**src/rtl/game_pay_arb_pkg.sv**
```systemverilog
// Shared constants and FSM state type for the payment arbiter slice.
package game_pkg;
  localparam int unsigned N_REQ = 4;
  localparam int unsigned W     = 10;
  localparam int unsigned CAP   = 999;

  typedef enum logic [1:0] {
    IDLE  = 2'd0,
    GRANT = 2'd1,
    COOL  = 2'd2
  } state_t;
endpackage

```
**src/rtl/game_pay_arb_rr_pick.sv**
```systemverilog
// Combinational round-robin picker: first set request at index >= ptr, wrapping.
module rr_pick #(
  parameter int unsigned N  = 4,
  parameter int unsigned PW = 2
) (
  input  logic [N-1:0]  req,
  input  logic [PW-1:0] ptr,
  output logic [N-1:0]  grant,
  output logic [PW-1:0] idx,
  output logic          any
);
  always_comb begin
    int unsigned j;
    logic [PW-1:0] jj;
    grant = '0;
    idx   = '0;
    any   = 1'b0;
    j     = 0;
    jj    = '0;
    for (int unsigned k = 0; k < N; k++) begin
      j = 32'(ptr) + k;
      if (j >= N) j = j - N;
      jj = PW'(j);
      if (!any && req[jj]) begin
        any       = 1'b1;
        grant[jj] = 1'b1;
        idx       = jj;
      end
    end
  end
endmodule

```
**src/rtl/game_pay_arb.sv**
```systemverilog
// Round-robin top-up arbiter feeding a shared remain-time counter.
// Optional credit capping is compiled in with `define GAME_PAY_CAP_EN.
module game_pay_arb
  import game_pkg::*;
#(
  parameter int unsigned N_REQ = game_pkg::N_REQ,
  parameter int unsigned W     = game_pkg::W,
  parameter int unsigned CAP   = game_pkg::CAP
) (
  input  logic               clk,
  input  logic               rst,
  input  logic [N_REQ-1:0]   req,
  input  logic [N_REQ*W-1:0] amount,
  input  logic [W-1:0]       remain_in,
  output logic [N_REQ-1:0]   ack,
  output logic               set,
  output logic [W-1:0]       money,
  output logic               clip,
  output logic               busy
);
  localparam int unsigned PW = (N_REQ > 1) ? $clog2(N_REQ) : 1;

  state_t            state;
  logic [PW-1:0]     ptr;
  logic [PW-1:0]     win;
  logic [N_REQ-1:0]  pick_grant;
  logic [PW-1:0]     pick_idx;
  logic              pick_any;
  logic [W-1:0]      amt_sel;
  logic [W-1:0]      money_sel;
  logic              cap_hit;

  rr_pick #(
    .N  (N_REQ),
    .PW (PW)
  ) u_pick (
    .req   (req),
    .ptr   (ptr),
    .grant (pick_grant),
    .idx   (pick_idx),
    .any   (pick_any)
  );

  always_comb begin
    amt_sel = '0;
    for (int unsigned i = 0; i < N_REQ; i++) begin
      if (pick_idx == PW'(i)) amt_sel = amount[i*W +: W];
    end
  end

`ifdef GAME_PAY_CAP_EN
  always_comb begin
    logic [W:0] sum;
    sum       = {1'b0, remain_in} + {1'b0, amt_sel};
    money_sel = amt_sel;
    cap_hit   = 1'b0;
    if (sum > (W+1)'(CAP)) begin
      cap_hit   = 1'b1;
      money_sel = ({1'b0, remain_in} >= (W+1)'(CAP)) ? '0 : W'(CAP) - remain_in;
    end
  end
`else
  always_comb begin
    money_sel = amt_sel;
    cap_hit   = 1'b0;
  end
`endif

  // Strobes are loaded on the selection edge so they are visible exactly during GRANT.
  always_ff @(posedge clk) begin
    if (rst) begin
      state <= IDLE;
      ptr   <= '0;
      win   <= '0;
      ack   <= '0;
      set   <= 1'b0;
      money <= '0;
      clip  <= 1'b0;
      busy  <= 1'b0;
    end else begin
      case (state)
        IDLE: begin
          if (pick_any) begin
            win   <= pick_idx;
            ack   <= pick_grant;
            set   <= 1'b1;
            money <= money_sel;
            clip  <= cap_hit;
            busy  <= 1'b1;
            state <= GRANT;
          end
        end
        GRANT: begin
          ack   <= '0;
          set   <= 1'b0;
          money <= '0;
          clip  <= 1'b0;
          ptr   <= (win == PW'(N_REQ - 1)) ? '0 : win + 1'b1;
          state <= COOL;
        end
        COOL: begin
          busy  <= 1'b0;
          state <= IDLE;
        end
        default: state <= IDLE;
      endcase
    end
  end
endmodule

```
**config.mk**
```make
export PLATFORM = sky130hd
export DESIGN_NAME = game_pay_arb
export DESIGN_NICKNAME = d
export VERILOG_FILES = /design/src/rtl/game_pay_arb_pkg.sv /design/src/rtl/game_pay_arb_rr_pick.sv /design/src/rtl/game_pay_arb.sv
export SDC_FILE = /design/constraint.sdc
export NUM_CORES = 1
export LEC_CHECK = 0
export ABC_AREA = 0
export BUFFER_PORTS_ARGS = -buffer_cell sky130_fd_sc_hd__buf_2
export CORE_MARGIN = 2
export CORE_UTILIZATION = 46
export DETAILED_ROUTE_END_ITERATION = 6
export PLACE_DENSITY = 0.89
export REMOVE_ABC_BUFFERS = 1
export SLEW_MARGIN = 20
export SYNTH_ARGS = -nofsm -noshare
export SYNTH_HDL_FRONTEND = slang
export SYNTH_SLANG_ARGS = --single-unit
```
**constraint.sdc**
```tcl
create_clock -name clk -period 4 [get_ports clk]
set_input_delay 1.2 -clock clk [delete_from_list [all_inputs] [get_ports clk]]
set_output_delay 1.2 -clock clk [all_outputs]
set_load 0.01 [all_outputs]
```
==> results of run 1 <==
path summary, 6_finish.rpt:
path / startpoint / to / slack [ns] / cells past startpoint
max: req[2] / money[8] / 0.79 / 8
min: ack[2] / ack[2] / 0.46 / 2
max reg2reg: ptr[1] / money[8] / 0.95 / 9
min reg2reg: ack[2] / ack[2] / 0.46 / 2
final cells by class:
cell class	count	area, sq um	share of cell area (%)
Clock inverter	1	30.0	1.59
Sequential cell	22	440	23.4
Clock buffer	3	22.5	1.19
Timing Repair Buffer	65	335	17.8
Tap cell	44	55.1	2.92
Multi-Input combinational cell	116	980	52.0
Inverter	6	22.5	1.19
layout by cell type (no fill, tap or decap), types with 2 or more instances in the layout:
cell	netlist	layout
inv_1	5	5
clkbuf_4	0	3
ha_1	7	7
or3_1	2	2
a221oi_1	5	5
nor2_1	16	16
nor2b_1	2	2
mux4_2	3	3
nand2_1	14	14
nor3_1	2	2
a21oi_1	7	7
buf_2	3	61
buf_4	2	4
dfxtp_1	22	22
a22oi_1	5	5
o21ai_0	7	6
or4_4	2	2
mux2i_1	24	24
o221ai_2	10	10
cells in the mapped netlist, drive strengths merged:
| library cell | n | area, sq um |
|---|---|---|
| mux4 | 4 | 93.8 |
| mux2i | 24 | 240 |
| buf | 7 | 61.3 |
| nor4 | 1 | 12.5 |
| inv | 6 | 22.5 |
| conb | 1 | 3.75 |
| dfxtp | 22 | 440 |
| clkbuf | 2 | 7.51 |
| ha | 7 | 87.6 |
| a22oi | 5 | 37.5 |
| or4 | 2 | 22.5 |
| nor2b | 2 | 12.5 |
| a21oi | 7 | 35.0 |
| a211oi | 1 | 7.51 |
| nor3 | 2 | 10.0 |
| o21ai | 8 | 51.3 |
| nand2b | 1 | 6.26 |
| nand2 | 15 | 63.8 |
| o221ai | 10 | 150 |
| a221oi | 5 | 43.8 |
| and2b | 1 | 7.51 |
| or3 | 2 | 12.5 |
| or2b | 1 | 11.3 |
| or2 | 1 | 6.26 |
| nor2 | 16 | 60.1 |
cell families (layout without fill, tap and decap cells):
group / count (synthesis) / after routing / synth area share [%]
AOI/OAI and AO/OA: 36 / 36 / 21.6
other: 1 / 1 / 0.249
DFF: 22 / 22 / 29.2
muxes: 28 / 28 / 22.2
and+or+nand+nor: 44 / 44 / 14.9
buffers and inverters: 15 / 75 / 6.06
adders and majority gates: 7 / 7 / 5.81
worst register-to-register path: cells and delay by family, from the launching register on:
family	cells	cell delay [ns]
AO/OA/AOI/OAI	3	0.45
adder cells (fa/ha/maj)	1	0.40
buffers and inverters	2	0.39
flip-flops	1	0.35
multiplexers	2	0.95
AND/OR/NAND/NOR	1	0.41
flip-flops by register name, summed over array words and instances, names as in the netlist:
signal and cells:
money 10, ack 4, ptr 2, state 2, win 2, busy 1, set 1
through the flow:
| stage | setup slack [ns] | setup TNS, ns |
|---|---|---|
| global placement | 0.559 | 0 |
| detailed placement | 0.456 | 0 |
| floorplan | -0.608 | -6.05 |
| finish | 0.786 | 0 |
| CTS | 0.790 | 0 |
| global route | 0.622 | 0 |
where the power goes:
part | switching, mW | internal, mW | total (mW)
sequential | 0.0233 | 0.265 | 0.288
clock | 0.0689 | 0.101 | 0.170
combinational | 0.226 | 0.189 | 0.415
total | 0.318 | 0.555 | 0.873
per-layer routing:
metal	vias to the layer above	GRT usage (%)	part of all wire [%]
li1	694	-	-
met1	641	18.7	38
met2	55	36.8	54
met3	2	2.94	8.1
met4	0	6.21	0.53
met5	-	0	0
==> reports/qor.yml, run 1 <==
status: "complete, no violations"
clockBufferDepth: 2
drc: 0
cts_made_buffers: 3
num_vias: 1392
hpwl_mm: 2.82
path_clk_slew_ns: 0.13
place_congestion: 0.828
num-nets-final: 277
hold_path_class: "reg2reg"
skew_ns: 0.00438
ant_nets: 0
yosysUniqueCellTypes: 32
critical_path_required_ns: 4.20
grt_pass1_vias: 1282
cts_tree: "done"
cts.hold.buffers_added: 0
grtUsageTotal_pct: 18.3
worstSetupStartpointType: "input port"
worst-setup-path-type: "in2reg"
finalSetupViolCount: 0
final_hold_viol_count: 0
fin_crit_sh_pct: 80.4
die-area_sq_um: 3750
ir_drop_mv: 0.169
crit_arrival_ns: 3.42
crit_path_cell_trace: "buf_2 > mux4_2 > nor2b_1 > o21ai_0 > o21ai_2 > buf_4 > mux2i_1 > o221ai_2"
grt_overflow: 0
core.rowCount: 20
postLayoutCellArea_sq_um: 1890
cp_slowest_cell: "mux4_2"
synth_cells: 153
whs_ns: 0.461
cellPowerDensity_nw_per_um2: 463
ys_ff_latch: 22
drt_iter0_markers: 46
vias_per_cell: 5.42
rsz0062_at_grt: "no"
cts.sinks: 22
cp_max_fo: 20
critPathCaptureType: "flop"
synth_warnings: 0
antennaDiodeCount: 0
crit_family: "multiplexers"
clk_latency_ns: 0.31
yosysSeqAreaShare_pct: 29.2
finalMaxSlewViolations: 0
path_buf_inv: 2
drive_gt1_share_pct: 42.3
die_height_um: 61.3
p_leak_nw: 0.866
placed_area_sq_um: 1830
grt_max_degree: 21
core_area_sq_um: 3080
root_buffer: "clkbuf_4"
max_cap_viol_count: 0
start_util_pct: 49.0
final.min_clock_period_ns: 3.21
slowest_delay_ns: 0.58
instances_no_fill: 257
dp_cells: 253
routedWlPerCell_um: 14.0
cts_max_level: 1
die_x_um: 61.3
dr.pass1.iters: 4
syn_avg_cell_area_sq_um: 9.85
antenna_found_initial: 0
netlist_area_sq_um: 1510
grt_pass1_wl_mm: 5.15
post_cts_resize_count: 0
fillCellCount: 266
post_cts_buffers: 0
fmaxAchievable_mhz: 311
ios: 73
power_mw: 0.873
area_growth_pct: 25.1
numPortBuffers: 61
final_util_pct: 61.3
wirelength_mm: 3.60
Note: power is estimated with default switching activity, not from simulation.
==> run 2: changes to the inputs <==
- ABC_AREA: 0 -> 1
- CORE_UTILIZATION: 46 -> 44
- PLACE_DENSITY: 0.89 -> 0.86
- clock period: 4 -> 2.6 ns (I/O delays scaled with it)
==> run 2 against run 1 <==
  * Critical path depth rose by 7
  * Hold slack got worse by 0.012 ns
  * Via count up 30%
  * Combinational power rose to 4.0 times the previous value
  * Die area up 21%
  * Clock skew is essentially flat
  * Register-to-register slack worse by 0.54 ns
  * Synthesized cell count is 71% higher
  * Critical endpoint is now money[0]
==> reports/qor.yml, run 2 <==
ys_ff_latch: 22  # unchanged
drt_iter0_markers: 78  # +70%
max_cap_viol_count: 0  # unchanged
largest-register: "money"
num_vias: 1809  # +30%
ir_drop_mv: 0.420  # +150%
grt_pass1_wl_mm: 6.21  # +21%
grtUsageTotal_pct: 17.9  # -0.36 points
core.rowCount: 23  # +15%
multi_input_area_sq_um: 1080  # +11%
postLayoutCellArea_sq_um: 2170  # +15%
rsz0062_at_grt: "no"
cp_max_fo: 12  # -40%
largest_reg_flops: 10  # unchanged
antennaDiodeCount: 0  # unchanged
routedWlPerCell_um: 10.8  # -23%
r2r_cells: 13  # +4
fillCellCount: 388  # +46%
fmaxAchievable_mhz: 455
start_util_pct: 44.8  # -4.2 points
die_x_um: 67.4  # +10%
area_growth_pct: 22.6
root_buffer: "clkbuf_8"
hpwl_mm: 3.11  # +10%
final_cell_mix: "nand2_1 (84), buf_2 (61), inv_1 (37), nand3_1 (25), dfxtp_1 (22)"
cts_tree: "done"
regArea_sq_um: 440  # unchanged
clk_latency_ns: 0.27  # -0.04 ns
grt_overflow: 0  # unchanged
core_area_sq_um: 3940  # +28%
num-nets-final: 389  # +40%
drive_gt1_share_pct: 33.5  # -8.7 points
path_clk_slew_ns: 0.09  # -0.04 ns
yosysMostFrequentCell: "nand2_1"
critPathCaptureType: "flop"
yosysUniqueCellTypes: 31  # -3.1%
grt_max_degree: 17  # -19%
vias_per_cell: 4.82  # -11%
die-area_sq_um: 4540  # +21%
synth.largest_area_cell: "dfxtp_1"
synth_edf_count: 0  # unchanged
p_leak_nw: 1.26  # +46%
final.min_clock_period_ns: 2.20
finalSetupViolCount: 0  # unchanged
die_height_um: 67.4  # +10%
dp_slack_ns: 0.130  # -0.326 ns
crit_arrival_ns: 2.42  # -1.00 ns
whs_path_depth: 2  # unchanged
reg_top3: "money x10, ack x4"
critical_path_required_ns: 2.82  # -1.38 ns
synth_area_leaders: "dfxtp_1 (25%), nand2_1 (18%), inv_1 (7.9%)"
power_mw: 2.48  # +180%
status: "complete, no violations"
netlist_area_sq_um: 1770  # +17%
synth_top_area_share_pct: 24.9  # -4.3 points
dr.pass1.iters: 4  # unchanged
cts.hold.buffers_added: 0  # unchanged
place_congestion: 0.857  # +3.5%
synth_common_cells: "nand2_1 (84), inv_1 (37), nand3_1 (25)"
ys.flop_type: "dfxtp_1"
worstSetupStartpointType: "input port"
skew_ns: 0.00470  # +0.000316 ns
cellPowerDensity_nw_per_um2: 1150  # +150%
yosysSeqAreaShare_pct: 24.9  # -4.3 points
hold_path_class: "reg2reg"
synth_cells: 262  # +71%
fin_crit_sh_pct: 84.5
fin_ws_ns: 0.403  # -0.383 ns
drc: 0  # unchanged
whs_ns: 0.449  # -0.0117 ns
synth_warnings: 0  # unchanged
worst-setup-path-type: "in2reg"
final_common_cell: "nand2_1"
async_flop_share_pct: 0  # unchanged
antenna_found_initial: 0  # unchanged
post_cts_buffers: 0  # unchanged
cts.sinks: 22  # unchanged
ant_nets: 0  # unchanged
numPortBuffers: 61  # unchanged
final_hold_viol_count: 0  # unchanged
post_cts_resize_count: 0  # unchanged
clockBufferDepth: 2  # unchanged
finalMaxSlewViolations: 0  # unchanged
cts_made_buffers: 3  # unchanged
placed_area_sq_um: 2090  # +14%
ios: 73  # unchanged
wirelength_mm: 4.04  # +12%
tns_ns: 0  # unchanged
cts_max_level: 1  # unchanged
syn_avg_cell_area_sq_um: 6.74  # -32%
grt_pass1_vias: 1501  # +17%
## run 2: metrics by stage
| step | cells | util [%] |
|---|---|---|
| after detailed placement | 371 | 53.1 |
| after global placement | 371 | 53.1 |
| final | 375 | 54.9 |
| after floorplan | 255 | - |
| after CTS | 375 | 54.9 |
| after global routing | 375 | 54.9 |
## run 2: cell families (layout without fill, tap and decap cells)
| kind of cell | Yosys count | count (layout) | synth area share, % |
|---|---|---|---|
| AO/OA/AOI/OAI | 39 | 39 | 14.3 |
| adder cells (fa/ha/maj) | 7 | 7 | 4.96 |
| buffers and inverters | 50 | 113 | 13.7 |
| flip-flops | 22 | 22 | 24.9 |
| other | 1 | 1 | 0.212 |
| AND/OR/NAND/NOR | 143 | 143 | 41.9 |
## run 2: critical path, cell delays in order
cell	delay (ns)
buf_2	0.11
inv_1	0.04
nand2_1	0.06
nand3_1	0.16
nand2_4	0.18
nor2_8	0.08
nand2_2	0.08
o21ai_2	0.06
inv_2	0.10
nand2_4	0.07
nor2_4	0.33
o21ai_0	0.16
inv_1	0.09
nand2_1	0.06
nand2_1	0.05
## run 2: final timing paths
kind	from	end	slack, ns
min reg2reg	money[1]	money[1]	0.45
max	req[1]	money[0]	0.40
min	money[1]	money[1]	0.45
max reg2reg	ptr[0]	money[0]	0.41
## run 2: metal layers
| metal | vias up | global-route usage (%) | part of all wire [%] |
|---|---|---|---|
| met4 | 0 | 7.40 | 1.8 |
| met1 | 802 | 22.0 | 46 |
| met5 | - | 0 | 0 |
| li1 | 949 | - | - |
| met2 | 47 | 30.2 | 47 |
| met3 | 11 | 4.00 | 5.3 |
## run 2: report_power, final
part           total [mW]  switching (mW)  internal, mW
Combinational        1.66            1.07         0.583
Clock               0.326           0.120         0.206
Sequential          0.500          0.0519         0.448
Total                2.48            1.25          1.24
## run 2: cell type report
cell class | instances | share of cell area [%]
multi-input combinational | 190 | 50.1
clock buffer | 3 | 1.91
tap | 50 | 2.89
clock inverter | 1 | 1.39
inverter | 43 | 7.57
timing repair buffer | 66 | 15.8
sequential | 22 | 20.3
